File: config.mk
export PLATFORM = sky130hd
export DESIGN_NAME = regbank_arbiter
export DESIGN_NICKNAME = d
export VERILOG_FILES = /design/src/rtl/regbank_arbiter.sv
export SDC_FILE = /design/constraint.sdc
export NUM_CORES = 1
export LEC_CHECK = 0
export BUFFER_PORTS_ARGS = -buffer_cell sky130_fd_sc_hd__buf_4
export CAP_MARGIN = 20
export CORE_MARGIN = 1.5
export CORE_UTILIZATION = 25
export DETAILED_ROUTE_END_ITERATION = 16
export GPL_ROUTABILITY_DRIVEN = 0
export HOLD_SLACK_MARGIN = 0.02
export PLACE_DENSITY_LB_ADDON = 0.12
export SLEW_MARGIN = 10
export SYNTH_ARGS = -nofsm -noshare
export SYNTH_HDL_FRONTEND = slang
export SYNTH_SLANG_ARGS = --single-unit
File: constraint.sdc
create_clock -name clk -period 1.8 [get_ports clk]
set_input_delay 0.36 -clock clk [delete_from_list [all_inputs] [get_ports clk]]
set_output_delay 0.36 -clock clk [all_outputs]
set_load 0.01 [all_outputs]
File: src/rtl/regbank_arbiter.sv
// Two-requester access controller for a bank of NREG 8-bit registers.
// Grants one 4-phase req/ack transaction at a time, alternating on contention.
module regbank_arbiter #(
    parameter int NREG = 8,
    parameter int AW   = 3
) (
    input  logic              clk,
    input  logic              reset_n,
    input  logic              a_req,
    input  logic              a_we,
    input  logic [AW-1:0]     a_addr,
    input  logic [7:0]        a_wdata,
    output logic              a_ack,
    input  logic              b_req,
    input  logic              b_we,
    input  logic [AW-1:0]     b_addr,
    input  logic [7:0]        b_wdata,
    output logic              b_ack,
    output logic [7:0]        rdata,
    output logic              err,
    output logic [NREG-1:0]   reg_wrenable,
    output logic [7:0]        reg_d,
    input  logic [NREG*8-1:0] reg_q,
    output logic [1:0]        state_dbg
);
    // Handshake: a requester raises req (a level) with we/addr/wdata stable and keeps
    // it high until it sees ack; ack, rdata and err then hold until req is sampled low.
    typedef enum logic [1:0] {
        IDLE   = 2'd0,
        ACCESS = 2'd1,
        ACK    = 2'd2
    } state_t;

    state_t          state;
    logic            prio;
    logic            gnt_b;
    logic            l_we;
    logic [AW-1:0]   l_addr;
    logic [7:0]      l_wdata;

    logic            sel_b;
    logic            s_we;
    logic [AW-1:0]   s_addr;
    logic [7:0]      s_wdata;
    logic [NREG-1:0] s_wren;
    logic [7:0]      rd_sel;
    logic            l_oor;

    function automatic logic in_range(input logic [AW-1:0] a);
        return {1'b0, a} < (AW+1)'(NREG);
    endfunction

    assign state_dbg = state;

    always_comb begin
        sel_b   = b_req && (!a_req || prio);
        s_we    = sel_b ? b_we    : a_we;
        s_addr  = sel_b ? b_addr  : a_addr;
        s_wdata = sel_b ? b_wdata : a_wdata;
        // Only in-range indices can match, so out-of-range writes enable nothing.
        s_wren  = '0;
        rd_sel  = 8'h00;
        for (int i = 0; i < NREG; i++) begin
            if (s_we && s_addr == AW'(i)) s_wren[i] = 1'b1;
            if (l_addr == AW'(i))         rd_sel    = reg_q[i*8 +: 8];
        end
        l_oor = !in_range(l_addr);
    end

    always_ff @(posedge clk) begin
        if (!reset_n) begin
            state        <= IDLE;
            prio         <= 1'b0;
            gnt_b        <= 1'b0;
            l_we         <= 1'b0;
            l_addr       <= '0;
            l_wdata      <= 8'h00;
            a_ack        <= 1'b0;
            b_ack        <= 1'b0;
            rdata        <= 8'h00;
            err          <= 1'b0;
            reg_wrenable <= '0;
            reg_d        <= 8'h00;
        end else begin
            case (state)
                IDLE: begin
                    if (a_req || b_req) begin
                        gnt_b        <= sel_b;
                        l_we         <= s_we;
                        l_addr       <= s_addr;
                        l_wdata      <= s_wdata;
                        reg_d        <= s_wdata;
                        reg_wrenable <= s_wren;
                        state        <= ACCESS;
                    end
                end
                ACCESS: begin
                    reg_wrenable <= '0;
                    rdata        <= l_oor ? 8'h00 : (l_we ? l_wdata : rd_sel);
                    err          <= l_oor;
                    a_ack        <= !gnt_b;
                    b_ack        <= gnt_b;
                    prio         <= !gnt_b;
                    state        <= ACK;
                end
                ACK: begin
                    if (gnt_b ? !b_req : !a_req) begin
                        a_ack <= 1'b0;
                        b_ack <= 1'b0;
                        rdata <= 8'h00;
                        err   <= 1'b0;
                        state <= IDLE;
                    end
                end
                default: state <= IDLE;
            endcase
        end
    end
endmodule
==> results by group <==
Routing
  • Total Wirelength: between 7000 and 8000 µm
  • Pre-antenna DRT Iters: 4
  • Avg Vias per Cell: ~4.9
  • Residual DRC: 0
  • Vias: 2418
  • Number of DRC markers in iteration 0: 67
  • Routed Antenna Nets: 0
  • DR WL/cell: 14.5 µm

Timing
  • RSZ-0062 raised after global routing: no
  • Achievable Freq: about 630 MHz
  • Final setup viols: 0
  • Final Hold Fails: 0
  • Final min period: around 1.6 ns
  • WHS: 0.339 ns
  • Final period utilization: approximately 89%
  • Relative slew slack: ~57%
  • Final Skew: 0.00835 ns
  • Slew at the pin with the worst max-slew slack: between 0.6 and 0.7 ns
  • Final Max Tran Viols: 0
  • Total negative slack: 0 ns

Worst setup path
  • Worst Path Arrival: 1.81 ns
  • Worst R2R End: rdata[0]
  • Worst Setup Start Kind: register
  • CP Capture Type: register
  • R2R Setup Slk: between 0.2 and 0.25 ns
  • CP required: ~2.0 ns
  • CP max stage delay: between 0.5 and 0.6 ns
  • CP max FO: 14
  • CP cell instances: nand3b_2, a221oi_1, a32oi_1, o21ai_1
  • Crit Path Class: register to register
  • R2R depth: 4
  • Worst path slowest cell: dfxtp_1
  • Reg-to-reg critical path startpoint: state_dbg[0]

Worst hold path
  • Hold wc startpoint: reg_q[59]
  • Hold endpoint: rdata[3]
  • Hold depth: 3
  • Hold WC Path Type: input port to register

Synth
  • Most used DFF post-synth: dfxtp_1
  • Number of synthesized register bits: 34
  • Net Count, Synth: between 300 and 400
  • List of most frequent post-synthesis cells: nand2_1 (43), dfxtp_1 (34), mux2i_1 (23)
  • Syn_area_per_cell: just under 8 µm²
  • Mapped Cells: roughly 280
  • Post-Syn Area: ~2200 µm²
  • Async SR Flop Fraction: 0%
  • Post-synth EDFFs: 0
  • Dominant cell type by area after synthesis: dfxtp_1
  • Netlist cell types: between 40 and 50
  • Warnings, synthesis: 0
  • Seq/Total Area, Yosys: between 30% and 40%
  • Top-count cell post-synth: nand2_1
  • Top cells by area, synth: dfxtp_1 (32%), mux2i_1 (11%), nand2_1 (7.5%), a311oi_1 (4.5%), nor2_1 (3.8%)
  • Post-synth top area share: a little under a third

Global routing
  • Antenna violations before repair: 0
  • First-pass GRT wire length: ~11000 µm
  • Tot GR Track Use: between 10% and 20%
  • Largest net degree at the start of global routing: 32
  • Grt total ovfl: 0
  • Vias in the first global route: roughly 2300

Layout
  • Area delta synth->final: 51.4%
  • N_diodes: 0
  • Nets: between 400 and 500
  • Proportion of layout cells with a drive suffix above 1: between 30% and 40%
  • Final core occ: 39.3%

Placement
  • IO Port Bufs: approximately 120
  • Detail Placement HPWL: roughly 5800 µm

Clock network
  • # H-tree levels: 2
  • CTS root buffer: clkbuf_8
  • Post-CTS Setup Repair Bufs: 0
  • Worst-path clk slew: 0.07 ns
  • Hold buffers post-CTS: 0
  • CTS tree: yes
  • Clock Latency Late Sink: about 0.28 ns
  • Post_cts resized: 0
  • Max Buffers Root-to-Sink: 2
  • CTS Buf Count: 5
  • Clock sinks: 34

Floorplan
  • Die extent in x: ~96 µm
  • Initial Util: 25.9%
  • Die Height: 95.8 µm
  • Die area: 9180 µm²
  • Row count: 33
  • Core ar.: just over 8000 µm²
  • Ports: roughly 120

Power and ir drop
  • VDD IR-drop max: between 0.3 and 0.4 mV
  • PD cells: a little under 700 nW/µm²
  • Leak Pwr: roughly 1.4 nW

Outcome
  • Status: complete, no violations

Flow run
  • Max Cap Viol: 0
## layer usage
layer | track usage [%] | share of wire (%)
met5 | 0 | 0
met4 | 3.68 | 0.64
met3 | 3.00 | 7.5
met2 | 26.5 | 46
met1 | 19.0 | 46
## sequential cells by signal, summed over array words and instances, names as in the netlist
signal and cells:
l_wdata 8, rdata 8, reg_wrenable 8, l_addr 3, state_dbg 2, a_ack 1, b_ack 1, gnt_b 1
l_we 1, prio 1
## critical path: cells and delay by family, from the launching register on
kind / cells / cell delay [ns]
compound gates: 3 / 0.62
flops: 1 / 0.54
simple gates: 1 / 0.36
## area by class of cell
cell class | count | area [µm²]
inverters | 20 | 75.1
well taps | 105 | 131
multi-input cells | 204 | 1310
repair buffers | 129 | 981
fillers | 883 | 5040
flip-flops and latches | 34 | 681
clock buffers | 6 | 82.6
## placed cells by master (no fill, tap or decap), types with 7 or more instances in the layout
| cell type | n |
|---|---|
| a22oi_1 | 7 |
| o21ai_1 | 15 |
| dfxtp_1 | 34 |
| nor2_1 | 22 |
| o21ai_0 | 10 |
| a311oi_1 | 11 |
| mux2i_1 | 23 |
| a21oi_1 | 11 |
| nand2_1 | 43 |
| nand2b_1 | 7 |
| inv_1 | 18 |
| buf_4 | 128 |
## how the worst max path moves through the flow
stage / startpoint / endpoint / slack, ns / cells after the start
floorplan: state_dbg[1] / rdata[2] / 0.48 / 5
global placement: b_req / l_wdata[3] / 0.24 / 6
detailed placement: b_req / l_wdata[0] / 0.19 / 6
CTS: state_dbg[0] / rdata[0] / 0.19 / 4
global route: state_dbg[0] / rdata[5] / 0.01 / 4
finish: state_dbg[0] / rdata[0] / 0.20 / 4
## through the flow
stage	power (mW)	std cells	setup slack, ns	instance area [µm²]
after floorplan	1.31	275	0.476	2150
after global placement	1.68	492	0.239	3180
after detailed placement	1.69	492	0.188	3180
after CTS	2.26	498	0.189	3260
after global routing	2.36	498	0.0130	3260
final	2.23	498	0.203	3260
## kinds of logic (layout without fill, tap and decap cells)
kind of cell | count (synthesis) | count (layout) | synth area share, %
mux | 23 | 23 | 10.7
simple gates | 97 | 97 | 22.1
compound gates | 83 | 83 | 27.8
flops | 34 | 34 | 31.6
buf+inv | 37 | 155 | 7.55
other cells | 1 | 1 | 0.174
## power breakdown
part           internal (mW)  switching (mW)
Combinational          0.389           0.363
Clock                  0.295           0.271
Sequential             0.823          0.0851
Total                   1.51           0.719
Note: power is estimated with default switching activity, not from simulation.
